===== config.mk =====
export PLATFORM = sky130hd
export DESIGN_NAME = up_count_monitor_flat
export DESIGN_NICKNAME = d
export VERILOG_FILES = /design/src/rtl/up_count_monitor_pkg.sv /design/src/rtl/up_count_monitor_if.sv /design/src/rtl/up_count_monitor_evt_fifo2.sv /design/src/rtl/up_count_monitor.sv /design/src/flat_wrapper.sv
export SDC_FILE = /design/constraint.sdc
export NUM_CORES = 1
export LEC_CHECK = 0
export CORE_MARGIN = 3
export CORE_UTILIZATION = 40
export CTS_CLUSTER_DIAMETER = 50
export DETAILED_ROUTE_END_ITERATION = 12
export GPL_ROUTABILITY_DRIVEN = 1
export PLACE_DENSITY = 0.62
export SETUP_SLACK_MARGIN = 0.02
export SLEW_MARGIN = 25
export SYNTH_ARGS = -nofsm -noshare
export SYNTH_HDL_FRONTEND = slang
export SYNTH_SLANG_ARGS = --single-unit

===== constraint.sdc =====
create_clock -name clk -period 4.1 [get_ports clk]
set_clock_uncertainty 0.1 [all_clocks]
set_input_delay 0.41 -clock clk [delete_from_list [all_inputs] [get_ports clk]]
set_output_delay 0.41 -clock clk [all_outputs]
set_load 0.02 [all_outputs]

===== src/rtl/up_count_monitor_pkg.sv =====
// Shared types and default widths for the up-counter monitor.
package up_count_pkg;
  localparam int CNT_W_DEF  = 3;
  localparam int WRAP_W_DEF = 8;

  typedef enum logic [1:0] {
    SYNC  = 2'd0,
    TRACK = 2'd1,
    ERROR = 2'd2
  } state_e;
endpackage


===== src/rtl/up_count_monitor_if.sv =====
// Wrap-event stream from the monitor (master) to its consumer (slave).
interface up_count_monitor_if #(parameter int WIDTH = 8);
  logic             evt_valid;
  logic             evt_ready;
  logic [WIDTH-1:0] evt_data;
  logic             evt_ovf;

  modport master (output evt_valid, output evt_data, output evt_ovf, input evt_ready);
  modport slave  (input evt_valid, input evt_data, input evt_ovf, output evt_ready);
endinterface


===== src/rtl/up_count_monitor_evt_fifo2.sv =====
// Two-entry FIFO; a push into a full FIFO is accepted only if a pop happens alongside.
module evt_fifo2 #(
  parameter int WIDTH = 8
) (
  input  logic             clk,
  input  logic             rst,
  input  logic             clr,
  input  logic             push,
  input  logic             pop,
  input  logic [WIDTH-1:0] din,
  output logic [WIDTH-1:0] dout,
  output logic             full,
  output logic             empty
);
  logic [WIDTH-1:0] r_mem0;
  logic [WIDTH-1:0] r_mem1;
  logic [1:0]       r_cnt;
  logic             w_do_pop;
  logic             w_do_push;
  logic             w_wr_head;

  assign w_do_pop  = pop & (r_cnt != 2'd0);
  assign w_do_push = push & ((r_cnt != 2'd2) | w_do_pop);
  // After the shift on pop, the free slot is the head when only one entry was in flight.
  assign w_wr_head = (r_cnt == {1'b0, w_do_pop});

  always_ff @(posedge clk or negedge rst) begin
    if (!rst) begin
      r_mem0 <= '0;
      r_mem1 <= '0;
      r_cnt  <= 2'd0;
    end else if (clr) begin
      r_mem0 <= '0;
      r_mem1 <= '0;
      r_cnt  <= 2'd0;
    end else begin
      if (w_do_pop) r_mem0 <= r_mem1;
      if (w_do_push) begin
        if (w_wr_head) r_mem0 <= din;
        else           r_mem1 <= din;
      end
      r_cnt <= r_cnt + {1'b0, w_do_push} - {1'b0, w_do_pop};
    end
  end

  assign dout  = r_mem0;
  assign full  = (r_cnt == 2'd2);
  assign empty = (r_cnt == 2'd0);
endmodule


===== src/rtl/up_count_monitor.sv =====
// Checks that a free-running counter steps by +1 (or to 0 after its own reset),
// counts wraps, latches the first illegal step and queues one event per wrap.
module up_count_monitor
  import up_count_pkg::*;
#(
  parameter int CNT_W  = CNT_W_DEF,
  parameter int WRAP_W = WRAP_W_DEF
) (
  input  logic              clk,
  input  logic              rst,
  input  logic [CNT_W-1:0]  q_in,
  input  logic              cnt_rst_in,
  input  logic              clr,
  output logic              wrap_pulse,
  output logic [WRAP_W-1:0] wrap_count,
  output logic              err,
  output logic [CNT_W-1:0]  err_exp,
  output logic [CNT_W-1:0]  err_act,
  up_count_monitor_if.master evt
);
  localparam logic [CNT_W-1:0]  CNT_MAX  = '1;
  localparam logic [WRAP_W-1:0] WRAP_MAX = '1;

  state_e            r_state;
  state_e            w_state_nxt;
  logic [CNT_W-1:0]  r_prev;
  logic              r_exp_rst;
  logic              r_ovf;
  logic [CNT_W-1:0]  w_exp;
  logic              w_mismatch;
  logic              w_wrap;
  logic [WRAP_W-1:0] w_count_nxt;
  logic              w_pop;
  logic              w_full;
  logic              w_empty;
  logic [WRAP_W-1:0] w_head;

  assign w_exp       = r_exp_rst ? '0 : r_prev + CNT_W'(1);
  assign w_count_nxt = (wrap_count == WRAP_MAX) ? wrap_count : wrap_count + WRAP_W'(1);
  assign w_pop       = evt.evt_valid & evt.evt_ready;

  always_ff @(posedge clk or negedge rst) begin
    if (!rst) r_state <= SYNC;
    else      r_state <= w_state_nxt;
  end

  always_comb begin
    w_state_nxt = r_state;
    w_mismatch  = 1'b0;
    w_wrap      = 1'b0;
    if (clr) begin
      w_state_nxt = SYNC;
    end else begin
      case (r_state)
        SYNC:  w_state_nxt = TRACK;
        TRACK: begin
          if (q_in != w_exp) begin
            w_mismatch  = 1'b1;
            w_state_nxt = ERROR;
          end else if ((r_prev == CNT_MAX) && !r_exp_rst && (q_in == '0)) begin
            w_wrap = 1'b1;
          end
        end
        ERROR:   w_state_nxt = ERROR;
        default: w_state_nxt = SYNC;
      endcase
    end
  end

  always_ff @(posedge clk or negedge rst) begin
    if (!rst) begin
      r_prev     <= '0;
      r_exp_rst  <= 1'b0;
      wrap_pulse <= 1'b0;
      wrap_count <= '0;
      err        <= 1'b0;
      err_exp    <= '0;
      err_act    <= '0;
      r_ovf      <= 1'b0;
    end else begin
      r_prev    <= q_in;
      r_exp_rst <= cnt_rst_in;
      if (clr) begin
        wrap_pulse <= 1'b0;
        wrap_count <= '0;
        err        <= 1'b0;
        err_exp    <= '0;
        err_act    <= '0;
        r_ovf      <= 1'b0;
      end else begin
        wrap_pulse <= w_wrap;
        if (w_wrap) wrap_count <= w_count_nxt;
        if (w_mismatch) begin
          err     <= 1'b1;
          err_exp <= w_exp;
          err_act <= q_in;
        end
        if (w_wrap && w_full && !w_pop) r_ovf <= 1'b1;
      end
    end
  end

  evt_fifo2 #(.WIDTH(WRAP_W)) u_fifo (
    .clk   (clk),
    .rst   (rst),
    .clr   (clr),
    .push  (w_wrap),
    .pop   (w_pop),
    .din   (w_count_nxt),
    .dout  (w_head),
    .full  (w_full),
    .empty (w_empty)
  );

  assign evt.evt_valid = !w_empty;
  assign evt.evt_data  = w_head;
  assign evt.evt_ovf   = r_ovf;
endmodule


===== src/flat_wrapper.sv =====
// flat-port wrapper written by rule: the top's interface ports become plain ports
module up_count_monitor_flat import up_count_pkg::*;
#(
  parameter int CNT_W  = CNT_W_DEF,
  parameter int WRAP_W = WRAP_W_DEF
)
  (clk, rst, q_in, cnt_rst_in, clr, wrap_pulse, wrap_count, err, err_exp, err_act, evt_evt_valid, evt_evt_data, evt_evt_ovf, evt_evt_ready);
  up_count_monitor_if #(.WIDTH(8)) evt_i ();
  input  logic clk;
  input  logic rst;
  input  logic [CNT_W-1:0] q_in;
  input  logic cnt_rst_in;
  input  logic clr;
  output logic wrap_pulse;
  output logic [WRAP_W-1:0] wrap_count;
  output logic err;
  output logic [CNT_W-1:0] err_exp;
  output logic [CNT_W-1:0] err_act;
  output wire logic [$bits(evt_i.evt_valid)-1:0] evt_evt_valid;
  output wire logic [$bits(evt_i.evt_data)-1:0] evt_evt_data;
  output wire logic [$bits(evt_i.evt_ovf)-1:0] evt_evt_ovf;
  input wire logic [$bits(evt_i.evt_ready)-1:0] evt_evt_ready;
  assign evt_evt_valid = evt_i.evt_valid;
  assign evt_evt_data = evt_i.evt_data;
  assign evt_evt_ovf = evt_i.evt_ovf;
  assign evt_i.evt_ready = evt_evt_ready;
  up_count_monitor #(.CNT_W(CNT_W), .WRAP_W(WRAP_W)) u_core (.clk(clk), .rst(rst), .q_in(q_in), .cnt_rst_in(cnt_rst_in), .clr(clr), .wrap_pulse(wrap_pulse), .wrap_count(wrap_count), .err(err), .err_exp(err_exp), .err_act(err_act), .evt(evt_i));
endmodule

==> flow_results.org <==
** Run status
- Run status :: completed

** Synthesis
- Number of synthesis warnings :: 0
- Yosys cell types :: 42
- After synthesis the netlist holds a flip-flop and latch count of 41.
- A synthesized cell averages ~9.7 sq um.
- Of all flip-flops after synthesis, the portion carrying an async set or reset was between 90% and 100%.
- Most instantiated library cell after synthesis :: sky130_fd_sc_hd__dfrtp_1
- Leading cell types by count after synthesis :: sky130_fd_sc_hd__dfrtp_1, sky130_fd_sc_hd__nor2_1, sky130_fd_sc_hd__o21ai_0
- Post-synth EDFFs :: 0
- In this run the cell area of the synthesized design comes to 2170 sq um.
- When the netlist entered floorplanning its net count stood at 239.
- Post-synthesis instance total :: 224
- Yosys top cell area share :: a little under half
- Register area share after synthesis :: 47.2%
- By area the synthesized netlist is led by sky130_fd_sc_hd__dfrtp_1, sky130_fd_sc_hd__o21ai_0, sky130_fd_sc_hd__mux2i_1, sky130_fd_sc_hd__ha_1, sky130_fd_sc_hd__nor2_1.
- Most common flop cell mapped by yosys :: sky130_fd_sc_hd__dfrtp_1
- The largest total area in the synthesized netlist belongs to sky130_fd_sc_hd__dfrtp_1.

** CTS
- The later pin in the worst-skew pair is clocked with a latency of 300 ps.
- CTS root buffer :: sky130_fd_sc_hd__clkbuf_8
- CTS clk-pin slew, worst paths :: 80 ps
- Cts repair resizes :: 0
- Deepest level of the CTS H-tree :: 2
- Buffers inserted to repair hold after CTS numbered 0.
- CTS tree :: yes
- Sinks on the clock net :: 41
- Maximum clock path buffer count :: 2
- In this run, CTS created clock tree buffers numbering 5.
- Once the clock tree was built, the setup fixing pass inserted 0 buffers.

** Drt
- Via-per-instance ratio :: 5.19
- The detailed router finished its first iteration with 111 violations.
- The routed layout has 1712 vias.
- Before antenna repair, the detailed router went through 4 iterations.
- After detailed routing, the total wire length is 4570 um.
- In the final routed layout, each cell accounts on average for 13.8 um.
- DRT antenna net count :: 0
- Number of design rule violations left after detail routing :: 0

** Critical path
- Required time at the worst-slack endpoint :: approximately 4200 ps
- Crit path launch type :: register
- On the worst path, the slowest cell contributes a delay of 410 ps.
- The worst register-to-register path begins at u_core.r_prev[0].
- Critical Path Sink Type :: register
- Slowest CP cell :: sky130_fd_sc_hd__nor4_2
- Walking the worst path, the cells encountered are ha_1 > ha_1 > or3_1 > nor4_2 > o21ai_2 > a211o_1 > ha_1 > inv_1 > ha_1 > xnor2_1 > nor2_1.
- Setup slack of the worst register-to-register path :: 840 ps
- The worst setup path is of the register to register kind.
- Largest fanout on the critical path :: 19
- Together, buffers and inverters on the worst path number 1.
- The cell that appears most often on the critical path is sky130_fd_sc_hd__ha_1.
- Worst R2R End :: u_core.u_fifo.r_cnt[1]
- The critical path runs through a total of 11 cells.
- Kind of cell adding the most delay to the critical path :: adder cells
- The worst register-to-register path has a depth of 11.
- At the worst endpoint, the arrival time is 3330 ps.

** Pwr
- Cell internal power was estimated by the tool at 597 uW.
- In this run, the clock network consumes 31.4% of the power.
- The analysis attributes to cell leakage a power of 0.00121 uW.
- Switching power total :: 229 uW
- Of the total power, combinational logic draws 16.3%.
- For this design the ratio of total power to cell area is a little over 300 nW/um^2.
- Switching power share of the total :: approximately 28%
- Overall power consumption :: slightly above 800 uW
- The worst-case IR drop observed on VDD is roughly 0.12 mV.
- Of the total power, registers draw 52.3%.

** STA
- Setup repair after global routing missed its margin :: no
- Summed over all failing endpoints, the final setup total negative slack is 0 ps.
- Achievable clock frequency :: 306 MHz
- Across all setup checks in the final design, the least slack found is 837 ps.
- Hold Violations, Final :: 0
- Time the worst path needs with I/O delays and setup :: 3260 ps
- Headroom to the max-slew limit came out at 53.1%.
- Final-report max-slew violation count :: 0
- In the finished design, the share of the clock period the worst path needs comes to about four fifths.
- At the pin with the least slew margin, the transition time is 703 ps.
- Setup violations remaining at the end of the flow were counted as 0.

** Die
- Die outline area :: 6360 sq um
- I/O pin count :: 34
- Row count :: 26
- For this configuration, the core starts out at a cell density of 42.0%.
- Die boundary height :: 79.7 um
- Width of the die :: 79.7 um
- The core region is a little over 5000 sq um.

** Cells and area
- Cells fill 52.0% of the core in the end.
- The multi-input combinational cells in the finished layout cover a total of 1080 sq um.
- Reg area :: 1030 sq um
- The count of cells in the finished layout, fillers not included, comes to 330.
- Net count, final :: ~270
- The filler cells instantiated in the layout total 457.
- Of the cells placed in the final design, the portion with a size suffix greater than 1 is 10.8%.
- Count of antenna diodes in the layout :: 0
- Post-synthesis to final-layout area growth :: 23.8%

** Flow run
- Across the run, the number of max-cap violations was 0.

** Placement
- The congestion estimate from routability-driven global placement came to 0.803.
- Sum of net half-perimeters after detailed placement :: about 3200 um
- After detailed placement, the design holds a cell count of 320.
- OpenSTA, run right after detailed placement, puts the worst setup slack at just over 700 ps.
- Input and output buffers added on the ports amount to 33.

** Global route
- Initial antenna violation count :: 0
- Pin count of the biggest net entering global routing :: 42
- First-pass GRT wire length :: 7890 um
- Overall Global Routing Usage :: 15.9%
- Global-route congestion overflow total :: 0
- The number of global-route vias before repair came to approximately 1700.

** Min path
- Endpoint, Worst Hold :: u_core.err
- Worst hold path depth :: 1
- The worst hold path begins at u_core.err.
- Type of the most critical hold path :: register to register
## worst max path at each step
| stage | to | from | slack [ps] |
|---|---|---|---|
| after floorplan | u_core.u_fifo.r_cnt[0] | u_core.r_prev[0] | 990 |
| after global placement | u_core.u_fifo.r_cnt[0] | q_in[1] | 800 |
| after detailed placement | u_core.u_fifo.r_cnt[1] | q_in[1] | 720 |
| after CTS | u_core.u_fifo.r_cnt[1] | u_core.r_prev[0] | 820 |
| after global routing | u_core.u_fifo.r_cnt[1] | u_core.r_prev[0] | 660 |
| final | u_core.u_fifo.r_cnt[1] | u_core.r_prev[0] | 840 |
## metal layers
layer / vias up / GRT usage (%) / wire, um
li1: 856 / - / -
met1: 813 / 22.2 / 2270
met2: 37 / 24.4 / 2010
met3: 6 / 3.72 / 234
met4: 0 / 4.73 / 61
met5: - / 0 / 0
## logic make-up (layout without fill, tap and decap cells)
kind of cell,count (synthesis),after routing,synth area share [%]
flops,41,41,47.2
xor+xnor,5,5,2.01
fa+ha+maj,7,7,4.03
simple gates,81,81,18.4
buf+inv,17,53,2.99
mux,16,16,7.77
compound gates,57,57,17.6
## registers in the layout, indices dropped and copies added (netlist names)
| signal | flops |
|---|---|
| u_core.u_fifo.dout | 8 |
| u_core.u_fifo.r_mem1 | 8 |
| u_core.wrap_count | 8 |
| u_core.err_act | 3 |
| u_core.err_exp | 3 |
| u_core.r_prev | 3 |
| u_core.r_state | 2 |
| u_core.u_fifo.r_cnt | 2 |
| u_core.err | 1 |
| u_core.evt.evt_ovf | 1 |
| u_core.r_exp_rst | 1 |
| u_core.wrap_pulse | 1 |
## power by group through the flow
stage                     clock network, uW  registers (uW)  logic [uW]
after CTS                               266             432         134
after detailed placement                  0             440         134
after global placement                    0             440         133
final                                   259             432         135
after floorplan                           0             448        71.9
after global routing                    283             434         151
## layout by cell type (no fill, tap or decap), types with 2 or more instances in the layout
cell type                          n
sky130_fd_sc_hd__nand3_1          14
sky130_fd_sc_hd__clkdlybuf4s50_1  32
sky130_fd_sc_hd__buf_4             3
sky130_fd_sc_hd__a21o_1            4
sky130_fd_sc_hd__xnor2_1           3
sky130_fd_sc_hd__nand2_1          19
sky130_fd_sc_hd__xor2_1            2
sky130_fd_sc_hd__or2_2             2
sky130_fd_sc_hd__a31o_1            2
sky130_fd_sc_hd__or3_1             4
sky130_fd_sc_hd__a21oi_1          14
sky130_fd_sc_hd__a211o_1           2
sky130_fd_sc_hd__o21a_1            3
sky130_fd_sc_hd__inv_1             7
sky130_fd_sc_hd__and3_1            2
sky130_fd_sc_hd__dfrtp_1          41
sky130_fd_sc_hd__nor3b_1           2
sky130_fd_sc_hd__o21ai_2           2
sky130_fd_sc_hd__nand4_1           2
sky130_fd_sc_hd__clkinv_2          2
sky130_fd_sc_hd__nand2b_1          4
sky130_fd_sc_hd__nor2b_1           3
sky130_fd_sc_hd__ha_1              7
sky130_fd_sc_hd__o21ai_0          20
sky130_fd_sc_hd__nor2_1           22
sky130_fd_sc_hd__and2_1            2
sky130_fd_sc_hd__mux2i_1           9
sky130_fd_sc_hd__o31ai_1           2
sky130_fd_sc_hd__mux2_2            7
sky130_fd_sc_hd__clkbuf_8          5
## stage by stage
stage,instance area [sq um],hold WS (ps)
5_1_grt,2690,430
4_1_cts,2650,174
3_5_place_dp,2570,383
3_3_place_gp,2570,377
2_1_floorplan,2170,14.4
6_report,2690,391
## layout make-up
class / count / share of cell area (%)
Clock buffer: 6 / 2.70
Clock inverter: 2 / 0.372
Inverter: 7 / 0.976
Multi-Input combinational cell: 166 / 40.3
Sequential cell: 41 / 38.1
Tap cell: 70 / 3.25
Timing Repair Buffer: 38 / 14.3
## worst register-to-register path, delay by kind of cell (launching register included)
family / cells / cell delay, ps
and+or+nand+nor: 3 / 850
AOI/OAI and AO/OA: 2 / 680
xor gates and xnor gates: 1 / 140
adders and majority gates: 4 / 930
DFF: 1 / 400
buffers and inverters: 1 / 40
(Power assumes the default switching activity.)
